$ cat src/rtl/capseq_pkg.sv
// -----------------------------------------------------------------------------
// capseq_pkg
// Shared types and constants for the capture sequencer.
//   capseq_state_e : 3-bit FSM state encoding (also the state_o readback value)
//   capseq_err_e   : 2-bit error code encoding
//   ERR_CODE_*     : err_code values, shared with the FSMC status register decode
// -----------------------------------------------------------------------------
package capseq_pkg;

  localparam logic [1:0] ERR_CODE_NONE      = 2'd0;
  localparam logic [1:0] ERR_CODE_TIMEOUT   = 2'd1;
  localparam logic [1:0] ERR_CODE_LOCK_LOST = 2'd2;
  localparam logic [1:0] ERR_CODE_ABORTED   = 2'd3;

  typedef enum logic [2:0] {
    ST_IDLE      = 3'd0,
    ST_WAIT_FREQ = 3'd1,
    ST_WAIT_GAIN = 3'd2,
    ST_SETTLE    = 3'd3,
    ST_CAPTURE   = 3'd4,
    ST_DONE      = 3'd5,
    ST_ERROR     = 3'd6
  } capseq_state_e;

  typedef enum logic [1:0] {
    ERR_NONE      = ERR_CODE_NONE,
    ERR_TIMEOUT   = ERR_CODE_TIMEOUT,
    ERR_LOCK_LOST = ERR_CODE_LOCK_LOST,
    ERR_ABORTED   = ERR_CODE_ABORTED
  } capseq_err_e;

endpackage

$ cat src/rtl/capseq_timer.sv
// -----------------------------------------------------------------------------
// capseq_timer
// Loadable down-counter with a zero flag. Counting stops at zero.
// Ports:
//   clk      : core clock
//   rst      : synchronous reset, active high (count -> 0)
//   load     : load load_val (has priority over en)
//   en       : decrement by one while non-zero
//   load_val : value loaded on load
//   zero     : count is zero
// -----------------------------------------------------------------------------
module capseq_timer #(
  parameter int W = 8
) (
  input  logic         clk,
  input  logic         rst,
  input  logic         load,
  input  logic         en,
  input  logic [W-1:0] load_val,
  output logic         zero
);

  logic [W-1:0] cnt;

  always_ff @(posedge clk) begin
    if (rst) begin
      cnt <= '0;
    end else if (load) begin
      cnt <= load_val;
    end else if (en && (cnt != '0)) begin
      cnt <= cnt - 1'b1;
    end
  end

  assign zero = (cnt == '0);

endmodule

$ cat src/rtl/capture_sequencer.sv
// -----------------------------------------------------------------------------
// capture_sequencer
// Measurement scheduler for the distortion-analysis path. After a start
// command it waits for frequency lock, then gain lock, then a settle interval
// with both locks held, then stores one DEPTH-sample capture into the buffer.
//
// Optional feature: define CAPSEQ_RETRY_EN to restart the sequence (up to
// MAX_RETRY times) on lock loss during capture instead of failing at once.
//
// Ports:
//   clk, rst     : 200 MHz core clock, synchronous active-high reset
//   start, abort : 1-cycle MCU command pulses
//   freq_stable  : frequency loop locked (level)
//   gain_stable  : gain loop locked (level)
//   sample_stb   : 1-cycle pulse per synchronised ADC sample
//   buf_we       : buffer write enable, one cycle per stored sample
//   buf_addr     : buffer write address (valid with buf_we)
//   busy         : sequence in progress (not IDLE/DONE/ERROR)
//   done, err    : sticky completion / failure flags
//   err_code     : 0 none, 1 timeout, 2 lock lost, 3 aborted
//   state_o      : current FSM state for status readback
// -----------------------------------------------------------------------------
module capture_sequencer
  import capseq_pkg::*;
#(
  parameter int DEPTH          = 1024,
  parameter int ADDR_W         = 10,
  parameter int SETTLE_CYCLES  = 200_000,
  parameter int TIMEOUT_CYCLES = 20_000_000,
  parameter int MAX_RETRY      = 3
) (
  input  logic              clk,
  input  logic              rst,
  input  logic              start,
  input  logic              abort,
  input  logic              freq_stable,
  input  logic              gain_stable,
  input  logic              sample_stb,
  output logic              buf_we,
  output logic [ADDR_W-1:0] buf_addr,
  output logic              busy,
  output logic              done,
  output logic              err,
  output logic [1:0]        err_code,
  output logic [2:0]        state_o
);

  localparam int TMO_W = $clog2(TIMEOUT_CYCLES + 1);
  localparam int SET_W = $clog2(SETTLE_CYCLES + 1);

  // Timers are loaded with N-1 and the FSM acts on the zero flag, so the
  // transition lands exactly N clocks after the load edge.
  localparam logic [TMO_W-1:0]  TMO_LOAD  = TMO_W'(TIMEOUT_CYCLES - 1);
  localparam logic [SET_W-1:0]  SET_LOAD  = SET_W'(SETTLE_CYCLES - 1);
  localparam logic [ADDR_W-1:0] LAST_ADDR = ADDR_W'(DEPTH - 1);

  if ((DEPTH != (1 << ADDR_W)) || (SETTLE_CYCLES < 1) ||
      (TIMEOUT_CYCLES < 1) || (MAX_RETRY < 0)) begin : g_cfg_check
    $error("capture_sequencer: inconsistent parameters");
  end

  capseq_state_e     state;
  logic [ADDR_W-1:0] wr_ptr;      // address the next sample will be written to

  logic locked;
  logic wait_st;
  logic busy_st;
  logic go;
  logic last_wr_done;
  logic cap_loss;
  logic retry_go;
  logic tmo_load;
  logic tmo_zero;
  logic settle_load;
  logic settle_en;
  logic settle_zero;

  assign locked  = freq_stable & gain_stable;
  assign wait_st = (state == ST_WAIT_FREQ) || (state == ST_WAIT_GAIN) ||
                   (state == ST_SETTLE);
  assign busy_st = wait_st || (state == ST_CAPTURE);

  // Abort beats start; in a non-busy state that means nothing happens.
  assign go = !busy_st && start && !abort;

  // The final write is on buf_we this cycle; completion is taken before any
  // lock check so a loss after the last sample cannot spoil a full capture.
  assign last_wr_done = (state == ST_CAPTURE) && buf_we && (buf_addr == LAST_ADDR);
  assign cap_loss     = (state == ST_CAPTURE) && !abort && !last_wr_done && !locked;

`ifdef CAPSEQ_RETRY_EN
  localparam int RETRY_W = (MAX_RETRY > 0) ? $clog2(MAX_RETRY + 1) : 1;
  localparam logic [RETRY_W-1:0] RETRY_LIMIT = RETRY_W'(MAX_RETRY);

  logic [RETRY_W-1:0] retry_cnt;

  assign retry_go = cap_loss && (retry_cnt != RETRY_LIMIT);

  always_ff @(posedge clk) begin
    if (rst) begin
      retry_cnt <= '0;
    end else if (go) begin
      retry_cnt <= '0;
    end else if (retry_go) begin
      retry_cnt <= retry_cnt + 1'b1;
    end
  end
`else
  assign retry_go = 1'b0;
`endif

  assign tmo_load    = go || retry_go;
  assign settle_load = (state == ST_WAIT_GAIN) && locked;
  assign settle_en   = (state == ST_SETTLE) && locked;

  capseq_timer #(.W(TMO_W)) u_timeout (
    .clk      (clk),
    .rst      (rst),
    .load     (tmo_load),
    .en       (wait_st),
    .load_val (TMO_LOAD),
    .zero     (tmo_zero)
  );

  capseq_timer #(.W(SET_W)) u_settle (
    .clk      (clk),
    .rst      (rst),
    .load     (settle_load),
    .en       (settle_en),
    .load_val (SET_LOAD),
    .zero     (settle_zero)
  );

  always_ff @(posedge clk) begin
    if (rst) begin
      state    <= ST_IDLE;
      buf_we   <= 1'b0;
      buf_addr <= '0;
      wr_ptr   <= '0;
      busy     <= 1'b0;
      done     <= 1'b0;
      err      <= 1'b0;
      err_code <= ERR_CODE_NONE;
    end else begin
      buf_we <= 1'b0;
      if (busy_st && abort) begin
        state    <= ST_ERROR;
        busy     <= 1'b0;
        err      <= 1'b1;
        err_code <= ERR_CODE_ABORTED;
      end else if (wait_st && tmo_zero) begin
        state    <= ST_ERROR;
        busy     <= 1'b0;
        err      <= 1'b1;
        err_code <= ERR_CODE_TIMEOUT;
      end else begin
        case (state)
          ST_IDLE, ST_DONE, ST_ERROR: begin
            if (go) begin
              state    <= ST_WAIT_FREQ;
              busy     <= 1'b1;
              done     <= 1'b0;
              err      <= 1'b0;
              err_code <= ERR_CODE_NONE;
              buf_addr <= '0;
              wr_ptr   <= '0;
            end
          end
          ST_WAIT_FREQ: begin
            if (freq_stable) state <= ST_WAIT_GAIN;
          end
          ST_WAIT_GAIN: begin
            if (!freq_stable)     state <= ST_WAIT_FREQ;
            else if (gain_stable) state <= ST_SETTLE;
          end
          ST_SETTLE: begin
            if (!locked)          state <= ST_WAIT_FREQ;
            else if (settle_zero) state <= ST_CAPTURE;
          end
          ST_CAPTURE: begin
            if (last_wr_done) begin
              state    <= ST_DONE;
              busy     <= 1'b0;
              done     <= 1'b1;
              buf_addr <= '0;
            end else if (!locked) begin
              // A sample arriving with the loss is dropped.
              if (retry_go) begin
                state    <= ST_WAIT_FREQ;
                buf_addr <= '0;
                wr_ptr   <= '0;
              end else begin
                state    <= ST_ERROR;
                busy     <= 1'b0;
                err      <= 1'b1;
                err_code <= ERR_CODE_LOCK_LOST;
              end
            end else begin
              // buf_addr shows the write address during buf_we, then the
              // next free address once the strobe has passed.
              buf_addr <= wr_ptr;
              if (sample_stb) begin
                buf_we <= 1'b1;
                wr_ptr <= wr_ptr + 1'b1;
              end
            end
          end
          default: begin
            state <= ST_IDLE;
            busy  <= 1'b0;
          end
        endcase
      end
    end
  end

  assign state_o = state;

endmodule

$ cat config.mk
export PLATFORM = sky130hd
export DESIGN_NAME = capture_sequencer
export DESIGN_NICKNAME = d
export VERILOG_FILES = /design/src/rtl/capseq_pkg.sv /design/src/rtl/capseq_timer.sv /design/src/rtl/capture_sequencer.sv
export SDC_FILE = /design/constraint.sdc
export NUM_CORES = 1
export LEC_CHECK = 0
export ABC_AREA = 1
export ABC_CLOCK_PERIOD_IN_PS = 2470
export BUFFER_PORTS_ARGS = -buffer_cell sky130_fd_sc_hd__buf_2
export CAP_MARGIN = 15
export CORE_ASPECT_RATIO = 0.7
export CORE_UTILIZATION = 62
export CTS_CLUSTER_SIZE = 24
export DETAILED_ROUTE_END_ITERATION = 8
export PLACE_DENSITY_LB_ADDON = 0.2
export SLEW_MARGIN = 0
export SYNTH_ARGS = -nofsm -noshare
export SYNTH_HDL_FRONTEND = slang
export SYNTH_HIERARCHICAL = 1
export SYNTH_SLANG_ARGS = --single-unit
$ cat constraint.sdc
create_clock -name clk -period 2.47 [get_ports clk]
set_clock_uncertainty 0.1 [all_clocks]
set_input_delay 0.247 -clock clk [delete_from_list [all_inputs] [get_ports clk]]
set_output_delay 0.247 -clock clk [all_outputs]
set_load 0.005 [all_outputs]
==> impl_results.md, run 1 <==
- Pleak: 2.78 nW
- Max Freq: 455 MHz
- Worst IR Drop VDD: 0.000715 V
- Syn. warnings: 6
- Crit share post-route: 0.889
- Max Cap Viol: 0
- HPWL Detailed: 9.45 mm
- Fin crit period: 2200 ps
- Unique masters post-synth: 39
- Endpoints failing setup: 0
- H-tree levels: 3
- Die ar.: 8810 µm²
- Via count: 5491
- Worst setup EP type: register
- Run status: finished with violations
- Cell with the most instances after synthesis: nand2_1
- Routed Antenna Nets: 0
- Synth Flop Type: dfxtp_1
- Clock Sinks: 72
- Antenna violations before repair: 0
- Critical Path, Cell by Cell: inv_1 > ha_1 > inv_1 > nor2_1 > nand2_1 > nor2_2 > nand3_4 > inv_1 > nand3_2 > nand2_1 > nand2_4 > nand2_1 > nand3_1 > nand2_1 > nand2_1 > nor2_1
- CP Class: reg -> reg
- TritonCTS buffer count: 9
- Layout fillers: 689
- Vias in the first global route: 4882
- Yosys reg bits: 72
- First-pass GRT wire length: 22.3 mm
- WL/cell: 12.8 µm
- Die width: 112 µm
- Num rows: 27
- Reg clk slew, reported paths: 60 ps
- Commonest cells post-synth: nand2_1, nor2_1, inv_1, nand3_1, dfxtp_1
- Most repeated library cell on the critical path: nand2_1
- Cell family with most CP delay: simple AND/OR/NAND/NOR gates
- Dominant cells by area after synthesis: dfxtp_1, nand2_1, nor2_1
- Post-Synth Simple-Gate Area: 0.517
- Arrival time worst endpoint: 2380 ps
- Seq/Total Area, Yosys: 0.276
- Crit-path max cell delay: 310 ps
- Clk_lat worst skew: 340 ps
- Worst-path maximum fanout: 10
- Post-synth top area share: 0.276
- Compound-Gate Fraction of Synth Area: 0.0892
- Via density: 5.35
- Post-synthesis adder-cell area fraction: 0.00957
- Die height: 78.9 µm
- Iter 0 DRT Violations: 592
- Core ar.: 8010 µm²
- Layout cells sized above 1: 0.134
- Clk buf depth: 2
- Pwr/cell area: 1360 nW/µm²
- Worst path bufs/invs: 3
- Top Ports: 26
- Startpoint types: register
- Final net count: 932
- Antenna cells: 0
- DRT Pass-1 Iters: 8
- Port bufs: 25
- Dominant cell type by area after synthesis: dfxtp_1
- Slowest CP cell: dfxtp_1
- Fraction of registers with async set/reset: 0
- Layout area overhead: 11.6%
- Failing checks: DRC
- Post-Layout Cell Count: 1026
- CTS tree: done
- Overall routing resource usage: 0.313
- Worst Path Required: 2650 ps
- Gr ovfl total: 0
- # DRC: 1
- Gpl congestion: 1.01
- Starting Density: 0.653
- Post-Place Cells: 1011
- Slew Limit Fails: 0
- Worst Hold Class: in -> reg
- Pin count of the biggest net entering global routing: 25
- Largest family of logic cells by synthesized area: simple AND/OR/NAND/NOR gates
- Multiplexer area fraction after synthesis: 0.00191
- Synthesized area per cell: 6.08 µm²
- Number of synthesized flops with an enable pin: 0
- Clk root buf: clkbuf_16
- Post-Syn Area: 5230 µm²
- Final hold vios: 0
- Setup tns final: 0 ps
- XOR/XNOR share of the synthesized area: 0.0134
- Unrepaired setup endpoints after global routing: false
- DRT Wirelength: 13.1 mm
- Post-Syn Instances: 860
==> tightest hold or removal path: cells and delay by family <==
| family | cells | cell delay (ps) |
|---|---|---|
| buf+inv | 1 | 90 |
| simple gates | 2 | 220 |
==> sequential cells by signal, indices dropped and copies added (netlist names) <==
name           cells
u_settle/cnt      18
state_o            3
wr_ptr            10
err_code           2
buf_we             1
u_timeout/cnt     25
buf_addr          10
done               1
err                1
busy               1
==> final cells by class <==
class,instances,area [µm²],area share
tap,101,126,0.0217
clock buffer,12,256,0.0440
sequential,72,1440,0.247
multi-input combinational,714,3470,0.594
timing repair buffer,32,178,0.0304
inverter,92,349,0.0598
clock inverter,3,17.5,0.00300
==> power by group <==
group          total (W)  switching, W  internal (W)
combinational    0.00484       0.00322       0.00162
sequential       0.00189      0.000387       0.00150
clock            0.00122      0.000494      0.000725
total            0.00794       0.00410       0.00385
==> kinds of logic after synthesis <==
| group | after synthesis |
|---|---|
| buf+inv | 115 |
| other cells | 2 |
| fa+ha+maj | 4 |
| mux | 1 |
| compound gates | 80 |
| flops | 72 |
| simple gates | 578 |
| xor+xnor | 8 |
==> cell usage in the layout, fill, tap and decap left out, types with 3 or more instances in the layout <==
cell type / Yosys / final
nand2_1: 266 / 266
nor2_1: 142 / 142
inv_1: 87 / 87
nand3_1: 85 / 85
dfxtp_1: 72 / 72
conb_1: 2 / 43
a21oi_1: 35 / 35
o21ai_0: 27 / 27
buf_2: 4 / 25
nor2_2: 14 / 14
nand4_1: 13 / 13
a21oi_2: 12 / 12
nand2_2: 12 / 11
nor2_4: 9 / 9
clkbuf_16: 0 / 9
nand2_4: 6 / 7
buf_4: 3 / 7
nand3b_1: 6 / 6
xor2_1: 5 / 5
nor3_2: 5 / 5
nand3_4: 4 / 4
nand3_2: 4 / 4
ha_1: 4 / 4
nor3_1: 3 / 3
clkinv_2: 1 / 3
or2_2: 3 / 3
xnor2_1: 3 / 3
==> through the flow <==
step                power [W]  instance area, µm²   util  hold slack [ps]  worst slack [ps]
floorplan             0.00574                5390      -              216               575
global placement      0.00644                5560  0.694              350               385
detailed placement    0.00660                5560  0.694              356               305
CTS                   0.00787                5830  0.728              145               288
global route          0.00864                5840  0.729              179              2.58
finish                0.00794                5840  0.729              161               274
==> per-layer routing <==
metal / up-vias / GRT usage / wire, µm
met5: - / 0 / 0
met4: 0 / 0.105 / 192
met3: 25 / 0.0664 / 1040
met2: 238 / 0.513 / 5770
met1: 2438 / 0.412 / 6140
li1: 2790 / - / -
==> worst paths after layout <==
path / start / endpoint / slack [ps] / depth (start not counted)
min reg2reg: err / err / 370 / 2
min: sample_stb / buf_we / 160 / 3
max reg2reg: u_timeout/cnt[0] / state_o[2] / 270 / 16
max: u_timeout/cnt[0] / state_o[2] / 270 / 16
==> repair_timing <==
action,CTS,global route
setup endpoints to repair,0,2
gates resized for setup,0,1
buffers inserted,0,0
hold buffers,0,0
No activity file was read; power rests on OpenSTA's default activity.
==> inputs of run 2 (changes only) <==
--- a/config.mk
+++ b/config.mk
@@ -5,12 +5,11 @@
 export SDC_FILE = /design/constraint.sdc
 export NUM_CORES = 1
 export LEC_CHECK = 0
-export ABC_AREA = 1
 export ABC_CLOCK_PERIOD_IN_PS = 2470
 export BUFFER_PORTS_ARGS = -buffer_cell sky130_fd_sc_hd__buf_2
 export CAP_MARGIN = 15
 export CORE_ASPECT_RATIO = 0.7
-export CORE_UTILIZATION = 62
+export CORE_UTILIZATION = 61
 export CTS_CLUSTER_SIZE = 24
 export DETAILED_ROUTE_END_ITERATION = 8
 export PLACE_DENSITY_LB_ADDON = 0.2
==> impl_results.md, run 2 <==
- Worst Path Required: 2640 ps (about the same)
- Worst path bufs/invs: 0 (-3)
- Max Cap Viol: 0 (unchanged)
- First-pass GRT wire length: 18.0 mm (-19%)
- Gr ovfl total: 0 (unchanged)
- Pin count of the biggest net entering global routing: 33 (+32%)
- Failing checks: DRC
- Commonest cells post-synth: dfxtp_1, nor2_1, a211oi_1, nand2_1, clkbuf_1
- Worst setup EP type: register
- Post-Syn Instances: 490 (-43%)
- Clock power frac: 0.155 (+0.002)
- Number of synthesized flops with an enable pin: 0 (unchanged)
- WL/cell: 16.6 µm (+30%)
- Die width: 101 µm (-10%)
- Starting Density: 0.648 (-0.00491)
- Via density: 6.25 (+17%)
- Sequential power share: 0.292 (+0.055)
- Internal: 0.00319 W (-17%)
- Endpoints failing setup: 0 (unchanged)
- TritonCTS buffer count: 9 (unchanged)
- Final hold slack: 127 ps (-34.3 ps)
- Post-synth top area share: 0.348 (+0.0720)
- Overall routing resource usage: 0.321 (+0.00742)
- Worst-path maximum fanout: 5 (-5)
- Num rows: 24 (-11%)
- Antenna cells: 0 (unchanged)
- Dominant cell type by area after synthesis: dfxtp_1
- DRT Wirelength: 11.4 mm (-13%)
- CP Class: reg -> reg
- Gpl congestion: 0.862 (-15%)
- Top Ports: 26 (unchanged)
- Pleak: 1.98 nW (-29%)
- Total number of cells along the worst setup path: 8 (-8)
- Unique masters post-synth: 75 (+92%)
- Worst Hold Class: in -> reg
- Final hold vios: 0 (unchanged)
- Cell family with most CP delay: simple AND/OR/NAND/NOR gates
- Slew HR: 0.398
- Net Sw Frac: 0.447 (-0.0686)
- Core ar.: 6400 µm² (-20%)
- Synth Flop Type: dfxtp_1
- Comb pwr share: 0.553 (-0.056)
- Slew Limit Fails: 0 (unchanged)
- Fin crit period: 2460 ps (+269 ps)
- Max Freq: 406 MHz (-11%)
- Clk buf depth: 2 (unchanged)
- Slowest CP cell: or4_4
- Seq/Total Area, Yosys: 0.348 (+0.0720)
- Pwr/cell area: 1130 nW/µm² (-17%)
- Post-Syn Area: 4150 µm² (-21%)
- HPWL Detailed: 7.75 mm (-18%)
- Startpoint types: register
- Layout cells sized above 1: 0.235 (+0.101)
- Dominant cells by area after synthesis: dfxtp_1, nor2_1, a211oi_1
- Iter 0 DRT Violations: 320 (-46%)
- Final Total Pwr: 0.00578 W (-27%)
- Largest register FFs: 25 (unchanged)
- Crit share post-route: 0.998 (+0.109)
- Reg clk slew, reported paths: 90 ps (+30 ps)
- Antenna violations before repair: 0 (unchanged)
- Port bufs: 25 (unchanged)
- Most frequent cells in the layout: nor2_1, dfxtp_1, buf_4, conb_1, buf_2
- Final net count: 598 (-36%)
- Via count: 4269 (-22%)
- Syn. warnings: 6 (unchanged)
- Worst IR Drop VDD: 0.000722 V (+1.0%)
- Die ar.: 7140 µm² (-19%)
- # DRC: 1 (unchanged)
- Cell with the most instances after synthesis: dfxtp_1
- Clk_lat worst skew: 360 ps (+20 ps)
- Vias in the first global route: 3782 (-23%)
- Sw Pwr: 0.00258 W (-37%)
- DRT Pass-1 Iters: 8 (unchanged)
- Routed Antenna Nets: 0 (unchanged)
- Hold path depth: 3 (unchanged)
- Synthesized area per cell: 8.46 µm² (+39%)
- Worst slew pin tran: 902 ps
- Fraction of registers with async set/reset: 0 (unchanged)
- R2R depth: 8 (-8)
- Yosys reg bits: 72 (unchanged)
- H-tree levels: 3 (unchanged)
- Clk root buf: clkbuf_8
- Crit-path max cell delay: 580 ps (+270 ps)
- Hold buffers post-CTS: 0 (unchanged)
- Largest registers: u_timeout/cnt: 25 flops, u_settle/cnt: 18 flops
- Run status: finished with violations
- Clock Sinks: 72 (unchanged)
- Critical Path, Cell by Cell: or4_4 > nor3b_4 > and2_4 > and4b_1 > o21ai_1 > a21o_1 > o221ai_1 > a221oi_2
- Die height: 71.0 µm (-10%)
- Arrival time worst endpoint: 2640 ps (+260 ps)
- Layout area overhead: 23.0%
- CTS tree: done
- Register name with the most flops: u_timeout/cnt
## run 2: cell types whose count changed in the layout (fill, tap and decap cells not counted), sizes merged, moves of 16 or more
cell / delta
nand3: -81
buf: +42
inv: -71
a311oi: +16
nor2: -98
a211oi: +24
a21oi: -30
nand2: -260
## run 2: final timing paths
check | endpoint | startpoint | slack (ps)
worst min register to register | err_code[1] | err_code[1] | 370
worst min-delay path | buf_we | sample_stb | 130
worst max register to register | state_o[1] | u_settle/cnt[9] | 5
worst max-delay path | state_o[1] | u_settle/cnt[9] | 5
## run 2: metal layers
layer / GRT usage / share of wire
met1: 0.438 / 0.45
met3: 0.0593 / 0.075
met5: 0 / 0
met4: 0.106 / 0.019
met2: 0.514 / 0.46
## run 2: worst register-to-register path, delay by kind of cell, from the launching register on
kind / cells / cell delay (ps)
and+or+nand+nor: 4 / 1170
DFF: 1 / 360
AOI/OAI and AO/OA: 4 / 740
## run 2: timing repair
| item | in CTS | in global routing |
|---|---|---|
| cloned | 0 | 0 |
| setup buffers | 2 | 5 |
| resized for setup | 2 | 26 |
| endpoints found under the setup margin | 1 | 31 |
| pin swaps | 1 | 8 |
| endpoints found under the hold margin | 0 | 0 |
## run 2: cells by family after synthesis
kind of cell,Yosys count,share of synthesized area
AO/OA/AOI/OAI,132,0.249
XOR/XNOR,24,0.0507
adder cells (fa/ha/maj),4,0.0121
buffers and inverters,44,0.0471
flip-flops,72,0.348
multiplexers,3,0.00724
other,2,0.00181
AND/OR/NAND/NOR,209,0.285
## run 2: final cells by class
| type | instances | area, µm² |
|---|---|---|
| clock buffers | 9 | 124 |
| clock inverters | 7 | 60.1 |
| fillers | 452 | 1290 |
| inverters | 15 | 56.3 |
| multi-input cells | 415 | 2790 |
| flip-flops and latches | 72 | 1450 |
| well taps | 91 | 114 |
| repair buffers | 74 | 509 |
## run 2: power by group through the flow
stage	sequential [W]	combinational, W	clock [W]
after floorplan	0.00161	0.00197	0
after detailed placement	0.00165	0.00289	0
after global placement	0.00163	0.00278	0
after global routing	0.00172	0.00345	0.000947
after CTS	0.00162	0.00294	0.000902
final	0.00169	0.00320	0.000896
## run 2: per-stage QoR
stage                     setup TNS [ps]  instance area, µm²  utilization  instances  setup slack (ps)
after floorplan                        0                4320            -        531              9.62
after global placement                 0                4740        0.742        660              57.9
after detailed placement           -63.8                4740        0.742        660             -63.8
after CTS                              0                4950        0.774        678              26.8
after global routing               -39.9                5100        0.798        683             -19.5
final                                  0                5100        0.798        683              5.22
==> inputs of run 3 (changes only) <==
--- a/config.mk
+++ b/config.mk
@@ -12,6 +12,7 @@
 export CORE_UTILIZATION = 61
 export CTS_CLUSTER_SIZE = 24
 export DETAILED_ROUTE_END_ITERATION = 8
+export HOLD_SLACK_MARGIN = 0.15
 export PLACE_DENSITY_LB_ADDON = 0.2
 export SLEW_MARGIN = 0
 export SYNTH_ARGS = -nofsm -noshare
==> impl_results.md, run 3 (synthesized netlist as in run 2, its figures left out) <==
- Run status: finished with violations
- Failing checks: setup timing
- Die ar.: 7140 µm² (unchanged)
- Pin count of the biggest net entering global routing: 33 (unchanged)
- DRT Pass-1 Iters: 8 (unchanged)
- Vias in the first global route: 3785 (+0.079%)
- Post-Place Cells: 660 (unchanged)
- Layout cells sized above 1: 0.234 (-0.000791)
- Final net count: 600 (+0.33%)
- Layout area overhead: 23.5%
- Post-Layout Cell Count: 685 (+0.29%)
- Num rows: 24 (unchanged)
- Register name with the most flops: u_timeout/cnt
- Arrival time worst endpoint: 2640 ps (about the same)
- Largest register FFs: 25 (unchanged)
- DRT Wirelength: 11.4 mm (+0.40%)
- Slew Limit Fails: 0 (unchanged)
- Design area: 5120 µm² (+0.39%)
- Routed Antenna Nets: 0 (unchanged)
- Final Total Pwr: 0.00578 W (about the same)
- DP Area: 4740 µm² (unchanged)
- Most frequent cells in the layout: nor2_1, dfxtp_1, buf_4, conb_1, buf_2
- Gpl congestion: 0.862 (unchanged)
- Slew HR: 0.392 (-0.00582)
- Overall routing resource usage: 0.321 (+0.000636)
- Max Cap Viol: 0 (unchanged)
- Fin crit period: 2470 ps (+6.01 ps)
- Die height: 71.0 µm (unchanged)
- Worst setup EP type: register
- Worst slew pin tran: 911 ps (+8.72 ps)
- Antenna cells: 0 (unchanged)
- Top Ports: 26 (unchanged)
- Via count: 4258 (-0.26%)
- Core ar.: 6400 µm² (unchanged)
- Post-Route Utilization: 0.801 (+0.00313)
- Layout fillers: 448 (-0.88%)
- Clk root buf: clkbuf_8
- Max Freq: 405 MHz (-0.24%)
- Pre-CTS WS: -63.8 ps (unchanged)
- Antenna violations before repair: 0 (unchanged)
- HPWL Detailed: 7.75 mm (unchanged)
- # DRC: 0 (-1)
- Crit share post-route: 1.00 (+0.00243)
- Worst IR Drop VDD: 0.000725 V (+0.43%)
- Reg clk slew, reported paths: 90 ps (about the same)
- Die width: 101 µm (unchanged)
- WL/cell: 16.7 µm (+0.10%)
- Largest registers: u_timeout/cnt: 25 flops, u_settle/cnt: 18 flops
- Worst Path Required: 2640 ps (about the same)
- Iter 0 DRT Violations: 401 (+25%)
- CP Class: reg -> reg
- TritonCTS buffer count: 9 (unchanged)
- Pwr/cell area: 1130 nW/µm² (-0.32%)
- First-pass GRT wire length: 18.1 mm (+0.12%)
- Setup ws final: -0.786 ps (-6.01 ps)
- H-tree levels: 3 (unchanged)
- Clk_lat worst skew: 370 ps (about the same)
- Starting Density: 0.648 (unchanged)
- Startpoint types: register
- Pleak: 1.98 nW (+0.32%)
- Clk buf depth: 2 (unchanged)
- Via density: 6.22 (-0.55%)
- Worst-path maximum fanout: 5 (unchanged)
- Gr ovfl total: 0 (unchanged)
- Worst Hold Class: in -> reg
- Port bufs: 25 (unchanged)
- CTS tree: done
- Clock Sinks: 72 (unchanged)
- Endpoints failing setup: 1 (+1)
- Final hold vios: 0 (unchanged)
==> run 3: metrics by stage <==
stage | hold WS [ps] | setup TNS, ps
6_report | 228 | -0.786
5_1_grt | 239 | -39.9
4_1_cts | 213 | 0
3_5_place_dp | 359 | -63.8
3_3_place_gp | 343 | 0
2_1_floorplan | 213 | 0
==> run 3: worst paths after layout <==
check                           cells after the start            start  slack, ps           to
worst max-delay path                                8  u_settle/cnt[9]       -0.8   state_o[1]
worst min-delay path                                2              rst        230  err_code[0]
worst max register to register                      8  u_settle/cnt[9]       -0.8   state_o[1]
worst min register to register                      2      err_code[1]        370  err_code[1]
==> run 3: layer usage <==
metal  track usage  vias up  routed length (µm)
met5             0        -                   0
met4         0.106        0                 240
met3        0.0593       33                 803
met2         0.518      211                5250
met1         0.436     1985                5120
li1              -     2029                   -
==> run 3: critical path, stage by stage, from the launching register on <==
cell and delay, ps:
dfxtp_4 360, or4_4 580, nor3b_4 230, and2_4 180, and4b_1 180, o21ai_1 110
a21o_1 190, o221ai_1 170, a221oi_2 280
==> run 3: repair_timing <==
| item | 4_1_cts | 5_1_grt |
|---|---|---|
| gates resized for setup | 2 | 26 |
| hold endpoints to repair | 1 | 0 |
| gates cloned | 0 | 0 |
| hold buffers | 2 | 0 |
| setup endpoints to repair | 1 | 31 |
| setup buffers | 2 | 5 |
| pin swaps | 1 | 8 |
==> run 3: power breakdown <==
| part | switching [W] | total [W] | internal [W] |
|---|---|---|---|
| sequential | 0.000275 | 0.00168 | 0.00141 |
| combinational | 0.00180 | 0.00321 | 0.00141 |
| clock | 0.000510 | 0.000891 | 0.000381 |
==> run 3: area by class of cell <==
cell class	instances	area, µm²	area share
Multi-Input combinational cell	415	2790	0.545
Sequential cell	72	1450	0.283
Timing Repair Buffer	76	529	0.103
Clock buffer	9	124	0.0242
Tap cell	91	114	0.0222
Clock inverter	7	60.1	0.0117
Inverter	15	56.3	0.0110
